## src/rtl/uart_pkg.sv

```systemverilog
`default_nettype none
// ============================================================================
// Module  : uart_pkg
// Purpose : Shared constants and FSM encoding for the UART transmit scheduler.
// Revision: 1.0
// ============================================================================
package uart_pkg;

    localparam int unsigned DEF_DATA_W    = 8;
    localparam int unsigned DEF_STOP_BITS = 1;

    localparam logic UART_IDLE_LVL = 1'b1;

    typedef logic [1:0] uart_state_t;

    localparam uart_state_t ST_IDLE  = 2'd0;
    localparam uart_state_t ST_START = 2'd1;
    localparam uart_state_t ST_DATA  = 2'd2;
    localparam uart_state_t ST_STOP  = 2'd3;

endpackage
`default_nettype wire

```

## src/rtl/uart_tx_sched_rr_arbiter.sv

```systemverilog
`default_nettype none
// ============================================================================
// Module  : rr_arbiter
// Purpose : Combinational round-robin pick, searching upward from ptr+1.
// Revision: 1.0
// ============================================================================
module rr_arbiter #(
    parameter int NUM_REQ = 4,
    parameter int ID_W    = $clog2(NUM_REQ)
) (
    input  logic [NUM_REQ-1:0] req,
    input  logic [ID_W-1:0]    ptr,
    output logic [NUM_REQ-1:0] grant,
    output logic [ID_W-1:0]    grant_idx,
    output logic               any_req
);

    logic [ID_W-1:0] w_idx;

    always_comb begin
        grant     = '0;
        grant_idx = '0;
        any_req   = 1'b0;
        w_idx     = '0;
        for (int k = 1; k <= NUM_REQ; k++) begin
            w_idx = ID_W'((int'(ptr) + k) % NUM_REQ);
            if (!any_req && req[w_idx]) begin
                any_req      = 1'b1;
                grant[w_idx] = 1'b1;
                grant_idx    = w_idx;
            end
        end
    end

endmodule
`default_nettype wire

```

## src/rtl/uart_tx_sched.sv

```systemverilog
`default_nettype none
// ============================================================================
// Module  : uart_tx_sched
// Purpose : Round-robin scheduler serialising bytes from NUM_REQ producers
//           onto one 8N1/8N2 UART line, sequencing the baud tick generator.
// Revision: 1.0
// ============================================================================
module uart_tx_sched
    import uart_pkg::*;
#(
    parameter int NUM_REQ   = 4,
    parameter int DATA_W    = DEF_DATA_W,
    parameter int STOP_BITS = DEF_STOP_BITS,
    parameter int ID_W      = $clog2(NUM_REQ)
) (
    input  logic                      clk,
    input  logic                      rst_n,
    input  logic [NUM_REQ-1:0]        req_valid,
    input  logic [NUM_REQ*DATA_W-1:0] req_data,
    output logic [NUM_REQ-1:0]        req_ready,
    input  logic                      baud_tick,
    output logic                      baud_clr,
    output logic                      txd,
    output logic                      busy,
    output logic [ID_W-1:0]           grant_id
);

    localparam int CNT_W = (DATA_W > 1) ? $clog2(DATA_W) : 1;
    localparam int SC_W  = (STOP_BITS > 1) ? $clog2(STOP_BITS) : 1;

    uart_state_t        state_q,    state_d;
    logic [DATA_W-1:0]  shift_q,    shift_d;
    logic [CNT_W-1:0]   bit_cnt_q,  bit_cnt_d;
    logic [SC_W-1:0]    stop_cnt_q, stop_cnt_d;
    logic [ID_W-1:0]    rr_q,       rr_d;
    logic [ID_W-1:0]    grant_id_q, grant_id_d;
    logic               ready_en_q;

    logic [NUM_REQ-1:0] w_grant;
    logic [ID_W-1:0]    w_gidx;
    logic               w_any;
    logic               w_idle;
    logic               w_hs;

    rr_arbiter #(
        .NUM_REQ (NUM_REQ),
        .ID_W    (ID_W)
    ) u_arb (
        .req       (req_valid),
        .ptr       (rr_q),
        .grant     (w_grant),
        .grant_idx (w_gidx),
        .any_req   (w_any)
    );

    assign w_idle = (state_q == ST_IDLE);
    // ready_en_q keeps req_ready low while reset is asserted and for the
    // first cycle after release, so no producer sees an accept during reset.
    assign req_ready = w_grant & {NUM_REQ{w_idle & ready_en_q}};
    assign w_hs      = w_any & (|(req_valid & req_ready));
    assign baud_clr  = w_idle;
    assign busy      = ~w_idle;
    assign grant_id  = grant_id_q;

    always_comb begin
        state_d    = state_q;
        shift_d    = shift_q;
        bit_cnt_d  = bit_cnt_q;
        stop_cnt_d = stop_cnt_q;
        rr_d       = rr_q;
        grant_id_d = grant_id_q;
        case (state_q)
            ST_IDLE: begin
                if (w_hs) begin
                    for (int i = 0; i < NUM_REQ; i++) begin
                        if (w_grant[i]) begin
                            shift_d = req_data[i*DATA_W +: DATA_W];
                        end
                    end
                    rr_d       = w_gidx;
                    grant_id_d = w_gidx;
                    state_d    = ST_START;
                end
            end
            ST_START: begin
                if (baud_tick) begin
                    bit_cnt_d = '0;
                    state_d   = ST_DATA;
                end
            end
            ST_DATA: begin
                if (baud_tick) begin
                    shift_d   = shift_q >> 1;
                    bit_cnt_d = bit_cnt_q + 1'b1;
                    if (bit_cnt_q == CNT_W'(DATA_W - 1)) begin
                        stop_cnt_d = '0;
                        state_d    = ST_STOP;
                    end
                end
            end
            ST_STOP: begin
                if (baud_tick) begin
                    if (stop_cnt_q == SC_W'(STOP_BITS - 1)) begin
                        state_d = ST_IDLE;
                    end else begin
                        stop_cnt_d = stop_cnt_q + 1'b1;
                    end
                end
            end
            default: state_d = ST_IDLE;
        endcase
    end

    always_comb begin
        txd = UART_IDLE_LVL;
        case (state_q)
            ST_START: txd = ~UART_IDLE_LVL;
            ST_DATA:  txd = shift_q[0];
            default:  txd = UART_IDLE_LVL;
        endcase
    end

    always_ff @(posedge clk or negedge rst_n) begin
        if (!rst_n) begin
            state_q    <= ST_IDLE;
            shift_q    <= '0;
            bit_cnt_q  <= '0;
            stop_cnt_q <= '0;
            rr_q       <= ID_W'(NUM_REQ - 1);
            grant_id_q <= '0;
            ready_en_q <= 1'b0;
        end else begin
            state_q    <= state_d;
            shift_q    <= shift_d;
            bit_cnt_q  <= bit_cnt_d;
            stop_cnt_q <= stop_cnt_d;
            rr_q       <= rr_d;
            grant_id_q <= grant_id_d;
            ready_en_q <= 1'b1;
        end
    end

endmodule
`default_nettype wire

```

## config.mk

```make
export PLATFORM = sky130hd
export DESIGN_NAME = uart_tx_sched
export DESIGN_NICKNAME = d
export VERILOG_FILES = /design/src/rtl/uart_pkg.sv /design/src/rtl/uart_tx_sched_rr_arbiter.sv /design/src/rtl/uart_tx_sched.sv
export SDC_FILE = /design/constraint.sdc
export NUM_CORES = 1
export LEC_CHECK = 0
export ABC_AREA = 1
export CORE_ASPECT_RATIO = 1.2
export CORE_MARGIN = 1
export CORE_UTILIZATION = 54
export DETAILED_ROUTE_END_ITERATION = 8
export GPL_TIMING_DRIVEN = 1
export PLACE_DENSITY = 0.85
export SYNTH_ARGS = -nofsm -noshare
export SYNTH_HDL_FRONTEND = slang
export SYNTH_SLANG_ARGS = --single-unit
```

## constraint.sdc

```tcl
create_clock -name clk -period 9.2 [get_ports clk]
set_clock_uncertainty 0.2 [all_clocks]
set_input_delay 1.84 -clock clk [delete_from_list [all_inputs] [get_ports clk]]
set_output_delay 1.84 -clock clk [all_outputs]
set_load 0.05 [all_outputs]
```

==> qor.tcl <==
set qor(cell_class_contributing_the_biggest_share_of_worst_path_delay) {buffers and inverters}
set qor(cp_cell_sequence) {clkdlybuf4s50_1 > inv_1 > nand2_1 > nand3_4 > nand2_8 > nor2_8 > nand4_4 > nand3_2 > nand2_1 > inv_1 > clkdlybuf4s50_1}
set qor(report.final.slew_viol_count) 0
set qor(clockRootBuffer) {sky130_fd_sc_hd__clkbuf_8}
set qor(ys_seq_area_share_pct) 22.74
set qor(route.vias.total) 1965
set qor(maxSlewHeadroom_pct) 49.67
set qor(drv_cap) 0
set qor(required_ns) 7.16
set qor(synthesis.yosys.warnings) 0
set qor(clkSlewWorstSetupHoldPaths_ns) 0.06
set qor(critical_path.n_buffers_inverters) 4
set qor(synth_xor_xnor_area_share_pct) 0.4397
set qor(synth_cell_types) 32
set qor(design.final.nets) 397
set qor(routed_wl_microns) 4566
set qor(clkLatencyLatePin_ns) 0.25
set qor(fp.coreArea_sq_um) 3425
set qor(worstHoldPathType) {flip-flop to flip-flop}
set qor(detailedRoute.firstPassIterationCount) 6
set qor(num_rows) 23
set qor(die_width_microns) 57.45
set qor(grt_pass1_vias) 1878
set qor(cp_slowest_stage_delay_ns) 0.79
set qor(worst_hold_slack_ns) 0.2745
set qor(initial_utilization_pct) 58.17
set qor(cts_max_path_buffers) 2
set qor(tritoncts_num_sinks) 18
set qor(detail_route.vias_per_cell) 5.171
set qor(setup-violations-final) 0
set qor(power_leakage_nw) 1.369
set qor(synth_fa_ha_area_share_pct) 8.794
set qor(detailed_place_hpwl_microns) 3695
set qor(design.die.area_sq_um) 3937
set qor(tritoncts) {built}
set qor(drc) 2
set qor(final_cell_mix) {sky130_fd_sc_hd__nand2_1, sky130_fd_sc_hd__clkdlybuf4s50_1, sky130_fd_sc_hd__inv_1}
set qor(tritoncts.num_buffers) 3
set qor(pin_count_of_the_biggest_net_entering_global_routing) 23
set qor(synthCells) 297
set qor(arrival_ns) 4.25
set qor(area_growth_syn_to_fin_pct) 26.95
set qor(synthesized_nets) 350
set qor(cp_slowest_cell) {sky130_fd_sc_hd__clkdlybuf4s50_1}
set qor(wire_length_of_the_first_global_routing_pass_microns) 7893
set qor(gr-total-overflow) 0
set qor(wire_per_inst_microns) 12.02
set qor(critical_path.endpoint_type) {output pin}
set qor(gp_congestion) 0.9489
set qor(grt_antenna_before_repair) 0
set qor(die_h_microns) 68.53
set qor(drive_gt1_share_pct) 13.70
set qor(violations) {DRC}
set qor(postSynthAreaPerCell_sq_um) 6.707
set qor(ctsResizeCount) 0
set qor(outcome) {complete, but fails checks}
set qor(synthesis.area_sq_um) 1992
set qor(power_per_cell_area_nw_per_um2) 412.3
set qor(fmax_mhz) 159.1
set qor(synth-simple-area-share_pct) 48.68
set qor(antenna_violating_nets_post_route) 0
set qor(regToRegSetupSlack_ns) 5.91
set qor(synth_seq_cells) 18
set qor(io_buffer_count) 47
set qor(h-tree-depth) 1
set qor(floorplan.io_pins) 48
set qor(cts_hold_buffers) 0
set qor(main_combinational_cell_family_by_area_after_synthesis) {simple AND/OR/NAND/NOR gates}
set qor(worst-setup-path-type) {primary input to output pin}
set qor(grt_setup_unrepaired) {false}
set qor(min_period_ns) 6.287
set qor(fin_setup_tns_ns) 0
set qor(fraction_of_the_mapped_netlist_area_in_compound_gates_pct) 8.354
set qor(worst-slew-pin-transition_ns) 0.7526
set qor(ir_worst_vdd_mv) 0.3379
set qor(post-cts-setup-buffer-count) 0
set qor(finalHoldViolations) 0
set qor(start_kind) {primary input}
set qor(synth_mux_area_share_pct) 0
set qor(critical_path_peak_fanout) 11
set qor(fin_crit_sh_pct) 68.34
set qor(drt-initial-drc-count) 103
set qor(final_common_cell) {sky130_fd_sc_hd__nand2_1}
set qor(total_routing_usage_reported_by_global_routing_pct) 25.64
set qor(diodes) 0
==> cell families after synthesis <==
| group | after synthesis |
|---|---|
| and+or+nand+nor | 182 |
| DFF | 18 |
| AOI/OAI and AO/OA | 29 |
| xor gates and xnor gates | 1 |
| adders and majority gates | 14 |
| other | 1 |
| buffers and inverters | 52 |
==> sequential cells by signal, summed over array words and instances, names as in the netlist <==
signal / count
shift_q: 8
bit_cnt_q: 3
grant_id: 2
rr_q: 2
state_q: 2
ready_en_q: 1
==> through the flow <==
stage	instances	cell area (sq um)	power (mW)	setup WS, ns	utilization, %
after floorplan	297	1992	0.8184	3.959	-
after global placement	376	2474	0.9657	2.966	72.23
after detailed placement	376	2474	0.9779	2.910	72.23
after CTS	380	2529	1.046	2.912	73.84
after global routing	380	2529	1.155	2.789	73.84
final	380	2529	1.043	2.913	73.84
==> worst paths after layout <==
check	cells after the start	to	start
setup / recovery	11	req_ready[1]	req_valid[0]
hold / removal	2	shift_q[7]	shift_q[7]
setup reg to reg	16	shift_q[0]	rr_q[1]
hold reg to reg	2	shift_q[7]	shift_q[7]
max in group asynchronous	1	shift_q[7]	rst_n
min in group asynchronous	1	bit_cnt_q[2]	rst_n
==> power breakdown <==
| part | internal, mW | switching (mW) | leakage, nW |
|---|---|---|---|
| logic | 0.279 | 0.550 | 1.12 |
| clock network | 0.0380 | 0.0253 | 0.0288 |
| registers | 0.121 | 0.0293 | 0.221 |
| total | 0.438 | 0.605 | 1.37 |
==> Yosys cell counts <==
library cell	number	area, sq um
sky130_fd_sc_hd__nand2_1	97	364.1
sky130_fd_sc_hd__inv_1	43	161.4
sky130_fd_sc_hd__nand3_1	40	200.2
sky130_fd_sc_hd__a21oi_1	21	105.1
sky130_fd_sc_hd__dfrtp_1	16	400.4
sky130_fd_sc_hd__ha_1	14	175.2
sky130_fd_sc_hd__nand2_2	14	87.58
sky130_fd_sc_hd__nor2_1	7	26.28
sky130_fd_sc_hd__nand2_4	6	67.56
sky130_fd_sc_hd__nor2_4	5	56.30
sky130_fd_sc_hd__o21ai_0	4	20.02
sky130_fd_sc_hd__nand3_2	3	30.03
sky130_fd_sc_hd__nand3_4	3	52.55
sky130_fd_sc_hd__buf_6	2	22.52
sky130_fd_sc_hd__clkbuf_1	2	7.510
sky130_fd_sc_hd__dfstp_2	2	52.55
sky130_fd_sc_hd__inv_2	2	7.510
sky130_fd_sc_hd__nor2_2	2	12.51
sky130_fd_sc_hd__a21boi_0	1	7.510
sky130_fd_sc_hd__a21oi_4	1	16.27
sky130_fd_sc_hd__buf_2	1	5.000
sky130_fd_sc_hd__clkinv_2	1	5.000
sky130_fd_sc_hd__conb_1	1	3.750
sky130_fd_sc_hd__inv_4	1	6.260
sky130_fd_sc_hd__nand2_8	1	20.02
sky130_fd_sc_hd__nand4_1	1	6.260
sky130_fd_sc_hd__nand4_4	1	21.27
sky130_fd_sc_hd__nor2_8	1	20.02
sky130_fd_sc_hd__nor3_1	1	5.000
sky130_fd_sc_hd__o2111ai_1	1	8.760
sky130_fd_sc_hd__o22a_1	1	8.760
sky130_fd_sc_hd__xor2_1	1	8.760
==> final cells by class <==
class	instances	area (sq um)
Clock buffer	4	55.05
Fill cell	291	895.9
Sequential cell	18	452.9
Multi-Input combinational cell	227	1324
Tap cell	37	46.29
Inverter	47	180.2
Timing Repair Buffer	47	470.5
==> tightest hold or removal path, stage by stage, from the launching register on <==
cell and delay, ns:
sky130_fd_sc_hd__dfrtp_1 0.34, sky130_fd_sc_hd__nand2_1 0.05, sky130_fd_sc_hd__nand2_1 0.05
==> routing by layer <==
metal | global-route usage (%) | wire (microns)
met4 | 11.28 | 87
met5 | 0 | 0
met3 | 1.493 | 154
met1 | 32.28 | 2059
met2 | 45.64 | 2264
No activity file was read; power rests on OpenSTA's default activity.
